`src/rtl/imu_link_pkg.sv`:
```
// Shared types and widths for the sensor packet scheduler.
// Holds the scheduler state encoding and counter widths.
package imu_link_pkg;

   typedef enum logic [2:0] {
      ST_IDLE,
      ST_COLLECT,
      ST_TRIGGER,
      ST_SENDING,
      ST_HOLDOFF
   } state_t;

   localparam int PKT_W  = 16;
   localparam int DROP_W = 8;
   localparam int ERR_W  = 8;

   function automatic int max3(input int a, input int b, input int c);
      int m;
      m = (a > b) ? a : b;
      return (m > c) ? m : c;
   endfunction

endpackage

```
`src/rtl/sensor_packet_scheduler.sv`:
```
// Pairs two sensor samples into a packet, triggers the formatter
// and polices it with a busy watchdog and a holdoff interval.
module sensor_packet_scheduler
   import imu_link_pkg::*;
#(
   parameter int MIN_INTERVAL = 1000,
   parameter int PAIR_TIMEOUT = 50000,
   parameter int BUSY_TIMEOUT = 100000
) (
   input  logic              clk,
   input  logic              rst_n,
   input  logic              enable,
   input  logic              sensor1_valid,
   input  logic              sensor2_valid,
   input  logic              fmt_busy,
   output logic              data_ready,
   output logic              fmt_abort,
   output logic [1:0]        missing,
   output logic [PKT_W-1:0]  pkt_count,
   output logic [DROP_W-1:0] drop_count,
   output logic [ERR_W-1:0]  err_count
);

   localparam int TMAX = max3(MIN_INTERVAL, PAIR_TIMEOUT, BUSY_TIMEOUT);
   localparam int TW   = $clog2(TMAX + 1);

   localparam logic [TW-1:0] PAIR_LIM  = TW'(PAIR_TIMEOUT);
   localparam logic [TW-1:0] BUSY_LAST = TW'(BUSY_TIMEOUT - 1);
   localparam logic [TW-1:0] HOLD_LAST = TW'(MIN_INTERVAL - 1);

   state_t          state;
   logic [TW-1:0]   timer;
   logic            have1;
   logic            have2;
   logic            any_have;
   logic            new_any;
   logic            abort_now;
   logic [1:0]      drop_inc;
   logic [DROP_W:0] drop_sum;

   always_comb begin
      any_have = have1 | have2;
      new_any  = any_have | sensor1_valid | sensor2_valid;
      drop_inc = {1'b0, sensor1_valid & have1}
               + {1'b0, sensor2_valid & have2};
      drop_sum = {1'b0, drop_count}
               + {{(DROP_W - 1){1'b0}}, drop_inc};
      abort_now = (timer == BUSY_LAST) &&
                  (((state == ST_TRIGGER) && !fmt_busy) ||
                   ((state == ST_SENDING) && fmt_busy));
   end

   always_ff @(posedge clk or negedge rst_n) begin
      if (!rst_n) begin
         state      <= ST_IDLE;
         timer      <= '0;
         have1      <= 1'b0;
         have2      <= 1'b0;
         data_ready <= 1'b0;
         fmt_abort  <= 1'b0;
         missing    <= 2'b00;
         pkt_count  <= '0;
         drop_count <= '0;
         err_count  <= '0;
      end else begin
         fmt_abort <= 1'b0;
         if ((state != ST_IDLE) && (drop_inc != 2'd0))
            drop_count <= drop_sum[DROP_W] ? '1 : drop_sum[DROP_W-1:0];
         unique case (state)
            ST_IDLE: begin
               have1 <= 1'b0;
               have2 <= 1'b0;
               timer <= '0;
               if (enable)
                  state <= ST_COLLECT;
            end
            ST_COLLECT: begin
               if (!enable) begin
                  state <= ST_IDLE;
               end else if ((have1 & have2) ||
                            (any_have && (timer == PAIR_LIM))) begin
                  state      <= ST_TRIGGER;
                  missing    <= ~{have2, have1};
                  have1      <= sensor1_valid;
                  have2      <= sensor2_valid;
                  data_ready <= 1'b1;
                  timer      <= '0;
               end else begin
                  have1 <= have1 | sensor1_valid;
                  have2 <= have2 | sensor2_valid;
                  timer <= new_any ? timer + TW'(1) : '0;
               end
            end
            ST_TRIGGER, ST_SENDING: begin
               have1 <= have1 | sensor1_valid;
               have2 <= have2 | sensor2_valid;
               if (abort_now) begin
                  fmt_abort  <= 1'b1;
                  data_ready <= 1'b0;
                  if (err_count != '1)
                     err_count <= err_count + ERR_W'(1);
                  state <= enable ? ST_HOLDOFF : ST_IDLE;
                  timer <= '0;
               end else if ((state == ST_TRIGGER) && fmt_busy) begin
                  data_ready <= 1'b0;
                  state      <= ST_SENDING;
                  timer      <= '0;
               end else if ((state == ST_SENDING) && !fmt_busy) begin
                  pkt_count <= pkt_count + PKT_W'(1);
                  state     <= enable ? ST_HOLDOFF : ST_IDLE;
                  timer     <= '0;
               end else begin
                  timer <= timer + TW'(1);
               end
            end
            ST_HOLDOFF: begin
               have1 <= have1 | sensor1_valid;
               have2 <= have2 | sensor2_valid;
               if (!enable) begin
                  state <= ST_IDLE;
               end else if (timer == HOLD_LAST) begin
                  // pair timer restarts here if a sample is already waiting
                  state <= ST_COLLECT;
                  timer <= new_any ? TW'(1) : '0;
               end else begin
                  timer <= timer + TW'(1);
               end
            end
            default: state <= ST_IDLE;
         endcase
      end
   end

endmodule
```
`config.mk`:
```
export PLATFORM = sky130hd
export DESIGN_NAME = sensor_packet_scheduler
export DESIGN_NICKNAME = d
export VERILOG_FILES = /design/src/rtl/imu_link_pkg.sv /design/src/rtl/sensor_packet_scheduler.sv
export SDC_FILE = /design/constraint.sdc
export NUM_CORES = 1
export LEC_CHECK = 0
export BUFFER_PORTS_ARGS = -buffer_cell sky130_fd_sc_hd__buf_2
export CAP_MARGIN = 15
export CORE_MARGIN = 1.5
export CORE_UTILIZATION = 50
export DETAILED_ROUTE_END_ITERATION = 12
export GPL_TIMING_DRIVEN = 0
export MAX_ROUTING_LAYER = met4
export PLACE_DENSITY = 0.7
export SLEW_MARGIN = 30
export SYNTH_ARGS = -nofsm -noshare
export SYNTH_HDL_FRONTEND = slang
export SYNTH_SLANG_ARGS = --single-unit
```
`constraint.sdc`:
```
create_clock -name clk -period 6 [get_ports clk]
set_clock_uncertainty 0.1 [all_clocks]
set_input_delay 0.3 -clock clk [delete_from_list [all_inputs] [get_ports clk]]
set_output_delay 0.3 -clock clk [all_outputs]
set_load 0.05 [all_outputs]
```
==> run_results.csv <==
group,metric,value,unit
outcome,run_status,"finished with violations",
outcome,violations,"design-rule violations",
logic_synthesis,async_reset_ff_share,100,%
critical_path,reg2regPathDepth,11,
timing,slew_headroom,51.0,%
timing,holdWs,117,ps
grt,grtUsageTotal,21.0,%
floorplanning,rows,29,
drt,vias,2647,
min_path,hp-start,"sensor1_valid",
cts,worstSkewPairLatency,330,ps
drt,drc,6,
floorplanning,core,6420,um^2
logic_synthesis,syn_area,3350,um^2
critical_path,r2r-end,"drop_count[6]",
grt,overflow,0,
logic_synthesis,yosys.area.top_type_share,43.3,%
critical_path,crit_required,6120,ps
drt,drt_iter0_markers,125,
run,max_cap_viol_count,0,
cells_and_area,mostFrequentLayoutCells,"dfrtp_1 (58), nand2_1 (44), buf_2 (44)",
floorplanning,dieArea,7200,um^2
cts,cts_buffer_depth,2,
cts,clkSlewWorstSetupHoldPaths,70,ps
timing,setup_tns,0,ps
critical_path,critPathMaxStageDelay,370,ps
logic_synthesis,synth-edff-count,0,
timing,finalCriticalPeriod,2540,ps
pwr,vdd_drop_max,136,uV
cells_and_area,syn2layout_area_growth,16.2,%
grt,grt_max_degree,59,
cells_and_area,drive_gt1_share,24.3,%
min_path,min_delay_path_depth,3,
critical_path,endpoint_kind,"register",
cts,cts_tree,"built",
place,place_ws,3470,ps
critical_path,arrival,2660,ps
cts,cts_setup_buffers,0,
drt,post_drt_wl_per_cell,14.5,um
timing,hold_viol,0,
timing,tightest_slew,736,ps
cts,cts_inserted_buffers,9,
timing,rsz0062_at_grt,"false",
grt,grt_first_pass_wirelength,11.8,mm
critical_path,crit_path_top_delay_cell,"dfrtp_1",
logic_synthesis,ys_seq_area_share,43.3,%
place,placed_cell_area,3650,um^2
cts,cts_resized,0,
critical_path,cp_cell_sequence,"buf_6, and2_1, ha_1, ha_1, inv_1, fa_1, nor3_1, and2_1, nand4_1, nor3_1, a21oi_1",
floorplanning,die_x,84.9,um
cells_and_area,fin_cells,468,
drt,firstDrtPassIters,10,
place,hpwlAfterDp,4.81,mm
logic_synthesis,synth_top_flop_cell,"dfrtp_1",
drt,viasPerCell,5.66,
logic_synthesis,syn_avg_cell_area,10.1,um^2
logic_synthesis,synth_area_leader_cell,"dfrtp_1",
floorplanning,initial_core_util,52.2,%
critical_path,worst-setup-path-type,"reg -> reg",
place,port_buffers,41,
logic_synthesis,syn_nets,348,
cells_and_area,antenna-diode-count,0,
timing,worst_slack,3460,ps
logic_synthesis,ys_ff_latch,58,
timing,setup_viol,0,
critical_path,critPathLaunchType,"register",
logic_synthesis,synthTopCellsByArea,"dfrtp_1 (43%), xnor2_1 (5.5%), nand2_1 (4.9%)",
place,placed_cells,451,
critical_path,path_max_fanout,10,
critical_path,r2r_slack,3460,ps
grt,antenna_found_initial,0,
min_path,hold_class,"in -> reg",
cells_and_area,num-nets-final,401,
pwr,p_leak,1.83,nW
timing,timing.fmax,394,MHz
drt,drtAntennaViolNets,0,
cts,cts.sinks,58,
logic_synthesis,yosys_warnings,0,
logic_synthesis,netlist_instances,333,
critical_path,r2r_start,"have1",
pwr,finalPower,1.35,mW
cts,cts-root-buf,"clkbuf_8",
pwr,powerDensity,348,nW/um^2
drt,wl,6.79,mm
cells_and_area,final_common_cell,"dfrtp_1",
timing,finalCritPeriodShare,42.4,%
timing,slew_viol_final,0,
cells_and_area,final_area,3890,um^2
logic_synthesis,ys_types,66,
floorplanning,ios,42,
floorplanning,fp.dieH,84.9,um
cells_and_area,postLayoutCoreUtil,60.6,%
cells_and_area,fillers,577,
place,gp_congestion,0.880,
grt,grt_pass1_vias,2480,
cts,htreeDepth,3,
min_path,min_to,"have1",
[Yosys cell counts, types with 2 or more instances]
library cell	n
o21ai_2	2
inv_1	11
buf_4	2
and2_1	3
a31oi_1	2
o31ai_1	4
nor2_1	19
nand2_1	44
o22ai_2	4
nor2b_1	2
xnor2_1	21
o31ai_2	5
nor3_1	6
and4_1	4
buf_6	2
or3_1	4
dfrtp_1	58
nor3_2	3
nor4bb_1	2
buf_2	4
mux2i_1	2
xor2_1	7
a21oi_1	11
nand2b_1	4
and3_1	10
o21ai_0	15
o21a_1	2
nor4_1	3
nand3_1	14
o211ai_1	6
ha_1	8
o21ai_1	3
nand4_1	13
[worst max-delay path: cells and delay by family (launching register included)]
family                     cells  cell delay (ps)
adders and majority gates      3              780
buffers and inverters          2              190
DFF                            1              370
and+or+nand+nor                5              930
AOI/OAI and AO/OA              1               60
[state kept, by name, indices dropped and copies added (netlist names)]
signal / count
data_ready: 1
drop_count: 8
err_count: 8
fmt_abort: 1
have1: 1
have2: 1
missing: 2
pkt_count: 16
state: 3
timer: 17
[report_power, final]
| group | switching [mW] | internal [mW] | leakage, nW | total [mW] |
|---|---|---|---|---|
| combinational | 0.320 | 0.157 | 0.923 | 0.477 |
| sequential | 0.0409 | 0.427 | 0.792 | 0.468 |
| clock | 0.163 | 0.246 | 0.112 | 0.408 |
[layer usage]
| layer | routed length [um] | part of all wire [%] | global-route usage, % | vias up |
|---|---|---|---|---|
| met2 | 3240 | 48 | 33.0 | 44 |
| li1 | - | - | - | 1313 |
| met3 | 197 | 2.9 | 3.11 | 8 |
| met1 | 3260 | 48 | 27.8 | 1282 |
| met4 | 95 | 1.4 | 7.60 | 0 |
| met5 | 0 | 0 | - | - |
[how the worst max path moves through the flow]
stage	start	endpoint
floorplan	have1	drop_count[6]
global placement	have1	drop_count[6]
detailed placement	have1	drop_count[6]
CTS	have1	drop_count[6]
global route	have1	drop_count[6]
finish	have1	drop_count[6]
[layout make-up]
cell class	count	area [um^2]	area share, %
sequential	58	1450	37.3
multi-input combinational	254	1780	45.6
tap	77	96.3	2.48
buffer	10	81.3	2.09
timing repair buffer	42	218	5.59
inverter	11	41.3	1.06
clock inverter	6	90.1	2.31
clock buffer	10	138	3.54
[cell families after synthesis]
logic type | count (synthesis) | share of synthesized area (%)
multiplexers | 4 | 1.27
AO/OA/AOI/OAI | 64 | 14.5
flip-flops | 58 | 43.3
AND/OR/NAND/NOR | 148 | 26.1
XOR/XNOR | 28 | 7.32
adder cells (fa/ha/maj) | 10 | 3.88
buffers and inverters | 21 | 3.66
[repair_timing]
| action | 4_1_cts | 5_1_grt |
|---|---|---|
| hold buffers | 1 | 0 |
| endpoints found under the setup margin | 0 | 0 |
| endpoints found under the hold margin | 58 | 0 |
Note: power is estimated with default switching activity, not from simulation.
